File: src/rtl/v_lane_seq.sv
// v_lane_seq: per-lane element sequencer for a banked vector register file.
//
// Accepts one vector-scalar command (vl, op, scalar). Each RUN step reads
// one element per lane. Lane i reads element k*lanes_p + i at step k. The
// block applies op(elem, scalar) and writes the result back in place one
// cycle later. Writes for step k overlap the reads for step k+1.
//
// Ports:
//   clk_i     - clock, rising edge
//   reset_i   - asynchronous active-high reset
//   v_i       - command valid; only sampled while ready_o = 1
//   ready_o   - high in IDLE only
//   vl_i      - active element count; clamped to vlen_p
//   op_i      - 00 pass, 01 add, 10 subtract, 11 xor (with scalar)
//   scalar_i  - scalar operand, captured when the command is accepted
//   r_addr_o  - per-lane read element index (0 when not reading)
//   r_data_i  - per-lane read data, combinational from r_addr_o
//   w_addr_o  - per-lane write element index
//   w_data_o  - per-lane write data
//   w_en_o    - per-lane write enable
//   done_o    - one-cycle pulse in the cycle carrying the last write
module v_lane_seq #(
    parameter int vlen_p  = 8,
    parameter int vdw_p   = 32,
    parameter int lanes_p = 4,
    localparam int addr_width_lp = (vlen_p > 1) ? $clog2(vlen_p) : 1,
    localparam int vl_width_lp   = (vlen_p + 1 > 1) ? $clog2(vlen_p + 1) : 1
) (
    input  logic                                   clk_i,
    input  logic                                   reset_i,
    input  logic                                   v_i,
    output logic                                   ready_o,
    input  logic [vl_width_lp-1:0]                 vl_i,
    input  logic [1:0]                             op_i,
    input  logic [vdw_p-1:0]                       scalar_i,
    output logic [lanes_p-1:0][addr_width_lp-1:0]  r_addr_o,
    input  logic [lanes_p-1:0][vdw_p-1:0]          r_data_i,
    output logic [lanes_p-1:0][addr_width_lp-1:0]  w_addr_o,
    output logic [lanes_p-1:0][vdw_p-1:0]          w_data_o,
    output logic [lanes_p-1:0]                     w_en_o,
    output logic                                   done_o
);

    localparam int steps_lp      = vlen_p / lanes_p;
    localparam int step_width_lp = (steps_lp > 1) ? $clog2(steps_lp) : 1;
    // One extra bit so (k+1)*lanes_p and vl compare without overflow.
    localparam int idx_width_lp  = vl_width_lp + 1;
    localparam logic [vl_width_lp-1:0] vlen_lp = vl_width_lp'(vlen_p);

    typedef enum logic [1:0] {
        S_IDLE,
        S_RUN,
        S_DRAIN
    } state_e;

    state_e                                  state_q;
    logic [step_width_lp-1:0]                step_q;
    logic [vl_width_lp-1:0]                  vl_q;
    logic [1:0]                              op_q;
    logic [vdw_p-1:0]                        scalar_q;
    logic [lanes_p-1:0]                      w_en_q;
    logic [lanes_p-1:0][addr_width_lp-1:0]   w_addr_q;
    logic [lanes_p-1:0][vdw_p-1:0]           w_data_q;
    logic                                    done_q;
    logic                                    ready_q;

    logic [vl_width_lp-1:0]                  vl_clamped;
    logic [lanes_p-1:0][idx_width_lp-1:0]    elem_idx;
    logic [lanes_p-1:0]                      lane_active;
    logic [lanes_p-1:0][vdw_p-1:0]           lane_result;
    logic                                    last_step;

    assign vl_clamped = (vl_i > vlen_lp) ? vlen_lp : vl_i;

    // The step is final once the next step would start at or beyond vl.
    assign last_step = ((idx_width_lp'(step_q) + idx_width_lp'(1)) * idx_width_lp'(lanes_p))
                       >= {1'b0, vl_q};

    // NOTE: every output of this block gets a default first, so no path leaves
    // a signal unassigned and no latch is inferred.
    always_comb begin
        elem_idx    = '0;
        lane_active = '0;
        lane_result = '0;
        r_addr_o    = '0;
        for (int i = 0; i < lanes_p; i++) begin
            elem_idx[i]    = idx_width_lp'(step_q) * idx_width_lp'(lanes_p) + idx_width_lp'(i);
            lane_active[i] = elem_idx[i] < {1'b0, vl_q};
            case (op_q)
                2'b00:   lane_result[i] = r_data_i[i];
                2'b01:   lane_result[i] = r_data_i[i] + scalar_q;
                2'b10:   lane_result[i] = r_data_i[i] - scalar_q;
                default: lane_result[i] = r_data_i[i] ^ scalar_q;
            endcase
            // Inactive lanes still read, so the address pattern is fixed per step.
            if (state_q == S_RUN) begin
                r_addr_o[i] = addr_width_lp'(elem_idx[i]);
            end
        end
    end

    // NOTE: the datapath registers are reset too. They are few and drive outputs,
    // so the outputs read as zero straight out of reset.
    always_ff @(posedge clk_i or posedge reset_i) begin
        if (reset_i) begin
            state_q  <= S_IDLE;
            step_q   <= '0;
            vl_q     <= '0;
            op_q     <= '0;
            scalar_q <= '0;
            w_en_q   <= '0;
            w_addr_q <= '0;
            w_data_q <= '0;
            done_q   <= 1'b0;
            ready_q  <= 1'b1;
        end else begin
            // NOTE: non-blocking assignments throughout. Every register samples
            // pre-edge values, and the defaults below are overridden later in
            // the same block.
            w_en_q   <= '0;
            w_addr_q <= '0;
            w_data_q <= '0;
            done_q   <= 1'b0;
            case (state_q)
                S_IDLE: begin
                    if (v_i) begin
                        vl_q     <= vl_clamped;
                        op_q     <= op_i;
                        scalar_q <= scalar_i;
                        step_q   <= '0;
                        ready_q  <= 1'b0;
                        if (vl_clamped == '0) begin
                            // Empty command: go straight to the completion cycle.
                            state_q <= S_DRAIN;
                            done_q  <= 1'b1;
                        end else begin
                            state_q <= S_RUN;
                        end
                    end
                end
                S_RUN: begin
                    w_en_q <= lane_active;
                    for (int i = 0; i < lanes_p; i++) begin
                        w_addr_q[i] <= addr_width_lp'(elem_idx[i]);
                    end
                    w_data_q <= lane_result;
                    step_q   <= step_q + 1'b1;
                    if (last_step) begin
                        state_q <= S_DRAIN;
                        done_q  <= 1'b1;
                    end
                end
                S_DRAIN: begin
                    state_q <= S_IDLE;
                    ready_q <= 1'b1;
                end
                default: begin
                    state_q <= S_IDLE;
                    ready_q <= 1'b1;
                end
            endcase
        end
    end

    assign ready_o  = ready_q;
    assign done_o   = done_q;
    assign w_en_o   = w_en_q;
    assign w_addr_o = w_addr_q;
    assign w_data_o = w_data_q;

endmodule
File: config.mk
export PLATFORM = sky130hd
export DESIGN_NAME = v_lane_seq
export DESIGN_NICKNAME = d
export VERILOG_FILES = /design/src/rtl/v_lane_seq.sv
export SDC_FILE = /design/constraint.sdc
export NUM_CORES = 1
export LEC_CHECK = 0
export CELL_PAD_IN_SITES_DETAIL_PLACEMENT = 0
export CELL_PAD_IN_SITES_GLOBAL_PLACEMENT = 1
export CORE_MARGIN = 2
export CORE_UTILIZATION = 35
export DETAILED_ROUTE_END_ITERATION = 10
export DONT_BUFFER_PORTS = 1
export GPL_TIMING_DRIVEN = 0
export PLACE_DENSITY_LB_ADDON = 0.08
export SYNTH_ARGS = -nofsm -noshare
export SYNTH_HDL_FRONTEND = slang
export SYNTH_SLANG_ARGS = --single-unit
export TNS_END_PERCENT = 20
File: constraint.sdc
create_clock -name clk_i -period 5.45 [get_ports clk_i]
set_input_delay 0.545 -clock clk_i [delete_from_list [all_inputs] [get_ports clk_i]]
set_output_delay 0.545 -clock clk_i [all_outputs]
set_load 0.05 [all_outputs]
After elaboration in Yosys (flattened, before gate mapping)

Index checks and enable logic that the tools add are counted.
Widths: inputs -> output; s select.

Register bits: 187
Output and inout port bits: 158
Logic and storage cells: 76
Bits of input ports: 169

Mux-type cells: 23
Reduce and logical (&&, ||, !) cells: 8
Equality and inequality tests: 5
Add/subtract/negate cells: 13
Bitwise logic cells: 5
$lt $le $gt $ge: 6

Operators by type and width:

| operator            | count |
|---|---|
| $pmux 32 s3         | 4 |
| $add 32x32->32      | 4 |
| $mux 128            | 1 |
| $sub 32x32->32      | 4 |
| $xor 32x32->32      | 4 |
| $lt 4x4->1          | 3 |
| $mux 12             | 1 |
| $mux 3              | 4 |
| $add 3x2->4 const B | 2 |
| $mux 4              | 2 |
| $reduce_and 2->1    | 4 |
| $mux 2              | 3 |
| $pmux 1 s2          | 3 |
| $add 3x1->4 const B | 1 |
| $eq 2x1->1 const B  | 2 |
| $ge 4x4->1          | 1 |
| $gt 4x4->1 const B  | 1 |
| $logic_not 2->1     | 2 |
| $logic_not 4->1     | 1 |
| $lt 3x4->1          | 1 |
| $mux 1              | 4 |
| $ne 2x2->1 const B  | 2 |
| $pmux 2 s2          | 1 |
| $add 1x1->2 const B | 1 |
| other kinds (4)     | 4 |

Longest topological paths before layout

Gate-level depths: netlist (run 1).

Word-level depth: 6
Mapped depth: 22
Gate-level depth less buffers: 17

Worst setup path before layout (run 1)

Ideal clock, no wire load.

Path kind: register to register
From: register op_q[0]
To: register w_data_q (netlist bit w_data_o[95])
Period minus slack after synthesis: 5592 ps
Setup slack: -142 ps
Cell stages (with the launch flop): 23
Data arrival time: 5454 ps
Buffers on the path: 5
Cells stage by stage: dfrtp_1 inv_1 ha_1 clkbuf_1 clkbuf_1 buf_1 clkbuf_1 buf_1 mux2_2 inv_1 ha_1 nor2b_1 o31ai_1 a21oi_1 maj3_1 a211o_1 a211oi_1 o21a_1 o211a_2 a21oi_2 a221oi_1 xnor2_1 o22ai_1

Word-level cells in the longest chain between the ends: 3

RTL lines:

| element                                  | line | text |
|---|---|---|
| from (decl)                              | 59   | `logic [1:0] op_q;` |
| from (signal assigned)                   | 128  | `op_q <= op_i;` |
| $eq 2x2->1, or another cell as far along | 89   | `case (op_q)` |
| $pmux 32 s3 *                            | 89   |  |
| $mux 128 *                               | 124  | `case (state_q)` |
| to (signal assigned)                     | 146  | `w_data_q <= lane_result;` |
| to (decl)                                | 63   | `logic [lanes_p-1:0][vdw_p-1:0] w_data_q;` |

Every way passes the cells marked *; elsewhere a longest branch is shown, timed or not.
A chain may end at the register's enable or synchronous reset.

Final worst setup path (run 1)

From: register op_q[0]
To: register w_data_q (netlist bit w_data_o[85])

The elaborated chain is that of the path after synthesis.

==> key figures, run 1 <==
Finish
  – Layout Nets: roughly 2600
  – Most common cell after layout, fill and taps aside: nand2_1
  – Area growth, synth to finish: 12.4%
  – Fillers: around 5400
  – Finished layout cell area: just over 20000 um^2
  – Layout cells sized above 1: 0.101
  – Most frequent cells in the layout: nand2_1, nor2_1, xnor2_1

CTS
  – CTS tree: done
  – Worst skew pair latency: 510 ps
  – H-tree levels: 4
  – Sink Count: between 150 and 200
  – Clk root buf: clkbuf_16
  – Clock slew at reported path FFs: 80 ps
  – CTS Buf Count: 17
  – Clk buf depth: 2

Timing
  – Clock period minus worst slack: 5320 ps
  – Setup Skew: roughly 16 ps
  – Fin Setup TNS: 0 ps
  – RSZ-0062 raised after global routing: yes
  – Crit share post-route: 0.977
  – Rel. slew slack: -0.0371
  – Setup ws final: between 100 and 150 ps
  – Fmax: between 150 and 200 MHz
  – Tightest Pin Transition: roughly 1600 ps
  – # setup viols final: 0
  – Final hold violations: 0
  – Max-slew violation count: 22

Power
  – Power, Total: 0.00348 W
  – P_leak: approximately 8.1 nW
  – VDD IR max: around 250 uV
  – Pwr/cell area: roughly 170 nW/um^2

Critical path
  – Worst Path Arrival: roughly 5600 ps
  – CP max FO: 11
  – Critical path class: reg2reg
  – Crit start category: register
  – Worst Path Required: roughly 5800 ps
  – CP endpoint kind: register

Global route
  – Initial antenna violation count: 6
  – Largest net degree at the start of global routing: 91
  – Gr ovfl total: 0
  – GRT Overall Usage: 0.350
  – First-pass GRT wire length: between 100 and 150 mm
  – Vias in the first global route: around 18000

Place
  – RD Place Congestion: approximately 0.99
  – DP HPWL: around 74 mm
  – Dpl ws: -3210 ps
  – PortBufs: 0
  – Dpl cell area: between 15000 and 20000 um^2

Route
  – First-pass DRT Iterations: 6
  – Routed Antenna Nets: 0
  – Via Count: around 19000
  – DRC: 0
  – Final WL: roughly 96 mm
  – Vias per cell: approximately 6.2
  – DRT iter0 DRCs: 2021
  – DR WL/cell: 31.4 um

Floorplan
  – Site Rows: 83
  – Core Region: a little over 50000 um^2
  – Die area: 54100 um^2
  – Io pins: 327
  – Die Wd: approximately 230 um
  – Initial Utilization: 0.355
  – Chip Height: 233 um

Yosys
  – Synth area leaders: dfrtp_1, xnor2_1, xor2_1
  – Top FF cell, synth: dfrtp_1
  – Post-Synthesis Cells: 2303
  – Sequential cell area fraction in the yosys report: 0.242
  – Total of warnings raised by yosys: 0
  – Total of flip-flops plus latches after synthesis: ~180
  – Netlist Area Pre-Place: between 15000 and 20000 um^2
  – Top cell type by total area after synthesis: dfrtp_1
  – Mean Syn Cell Area: about 8 um^2
  – Post-synthesis async set-or-reset flop share: 1.00
  – Netlist cell types: approximately 110
  – Area share of the largest cell type after synthesis: 0.241
  – Post-synth EDFFs: 0

Run
  – Max_cap viols: 3

Status
  – Violated checks: max-capacitance violations, max-slew violations
  – Outcome: finished, violations left

Hold path
  – Hold/Removal Path Class: in2reg
Yosys cell counts, drive strengths merged, types with 16 or more instances:
cell type / count
a21oi: 126
nand2b: 30
nand3: 31
nor2: 209
a221oi: 58
inv: 63
xor2: 99
nor3: 36
nor4: 16
o22ai: 26
and2: 39
maj3: 75
a22oi: 30
a31oi: 47
buf: 78
o21ai: 123
xnor2: 211
dfrtp: 176
nand2: 224
a211oi: 66
ha: 40
clkbuf: 149
o211ai: 26
repair_timing:
| item | CTS | global route |
|---|---|---|
| hold buffers | 1 | 0 |
| buffers inserted | 17 | 6 |
| pin swaps | 13 | 7 |
| hold endpoints to repair | 29 | 0 |
| resized for setup | 66 | 38 |
| endpoints found under the setup margin | 108 | 49 |
report_power, final:
part	internal [W]	switching, W
clock network	0.000714	0.000658
logic	0.000208	0.000339
registers	0.00136	0.000199
total	0.00228	0.00120
sequential cells by signal, indices dropped and copies added (netlist names):
name      cells
w_data_o    128
scalar_q     32
ready_o       1
state_q       2
op_q          2
vl_q          4
done_o        1
w_en_o        4
w_addr_o      2
step_q        1
cell type report:
cell class	count	area, um^2	area share
Clock buffer	19	453	0.0220
Inverter	64	251	0.0122
Tap cell	680	851	0.0414
Multi-Input combinational cell	1842	13200	0.640
Clock inverter	13	163	0.00791
Antenna cell	4	10.0	0.000487
Buffer	224	1020	0.0495
Sequential cell	177	4430	0.215
Timing Repair Buffer	27	233	0.0113
worst paths after layout:
check | depth (start not counted) | end | slack (ps) | start
max in group asynchronous | 3 | w_data_o[120] | 3920 | reset_i
worst min-delay path | 1 | w_data_o[102] | 120 | r_data_i[102]
min in group asynchronous | 2 | w_data_o[2] | 620 | reset_i
worst min register to register | 2 | ready_o | 540 | state_q[1]
worst max-delay path | 24 | w_data_o[85] | 130 | op_q[0]
worst max register to register | 24 | w_data_o[85] | 130 | op_q[0]
logic make-up (layout without fill, tap and decap cells):
| logic type | count (synthesis) | count (layout) | synth area share |
|---|---|---|---|
| multiplexers | 7 | 7 | 0.00397 |
| other | 1 | 12 | 0.000205 |
| AO/OA/AOI/OAI | 694 | 694 | 0.272 |
| adder cells (fa/ha/maj) | 119 | 119 | 0.0731 |
| XOR/XNOR | 319 | 319 | 0.160 |
| buffers and inverters | 291 | 347 | 0.0663 |
| AND/OR/NAND/NOR | 695 | 695 | 0.181 |
| flip-flops | 177 | 177 | 0.242 |
per-stage QoR:
stage / util / std cells / hold WS, ps
4_1_cts: 0.395 / 3041 / 93.8
3_5_place_dp: 0.373 / 2992 / 510
6_report: 0.399 / 3050 / 123
3_3_place_gp: 0.372 / 2990 / 517
5_1_grt: 0.399 / 3048 / 111
2_1_floorplan: - / 2310 / 485
metal layers:
metal | vias to the layer above | wire [um] | global-route usage
li1 | 8436 | - | -
met1 | 9494 | 42200 | 0.480
met2 | 970 | 41400 | 0.525
met3 | 158 | 8330 | 0.0798
met4 | 0 | 3900 | 0.145
met5 | - | 0 | 0
worst max-delay path, stage by stage (launching register included):
cell        delay [ps]
dfrtp_1            400
inv_2               90
ha_4               280
buf_12             190
clkbuf_16          190
buf_12             150
mux2_4             350
clkinvlp_4         130
buf_4              110
ha_1               200
nor2b_1            150
o31ai_2            280
a21oi_2            150
maj3_1             400
a211o_1            340
a211oi_4           200
buf_4              190
buf_4              120
o21ai_1            140
o211ai_1           210
buf_4              170
o21ai_1            110
a31oi_1            230
xor2_1             200
o22ai_1            130
Note: power is estimated with default switching activity, not from simulation.
==> run 2: changes to the inputs <==
--- a/config.mk
+++ b/config.mk
@@ -9,6 +9,7 @@
 export CELL_PAD_IN_SITES_GLOBAL_PLACEMENT = 1
 export CORE_MARGIN = 2
 export CORE_UTILIZATION = 35
+export CTS_CLUSTER_DIAMETER = 30
 export DETAILED_ROUTE_END_ITERATION = 10
 export DONT_BUFFER_PORTS = 1
 export GPL_TIMING_DRIVEN = 0
==> results of run 2 <==
The final DEF is identical to that of run 1; final timing and power are the same.
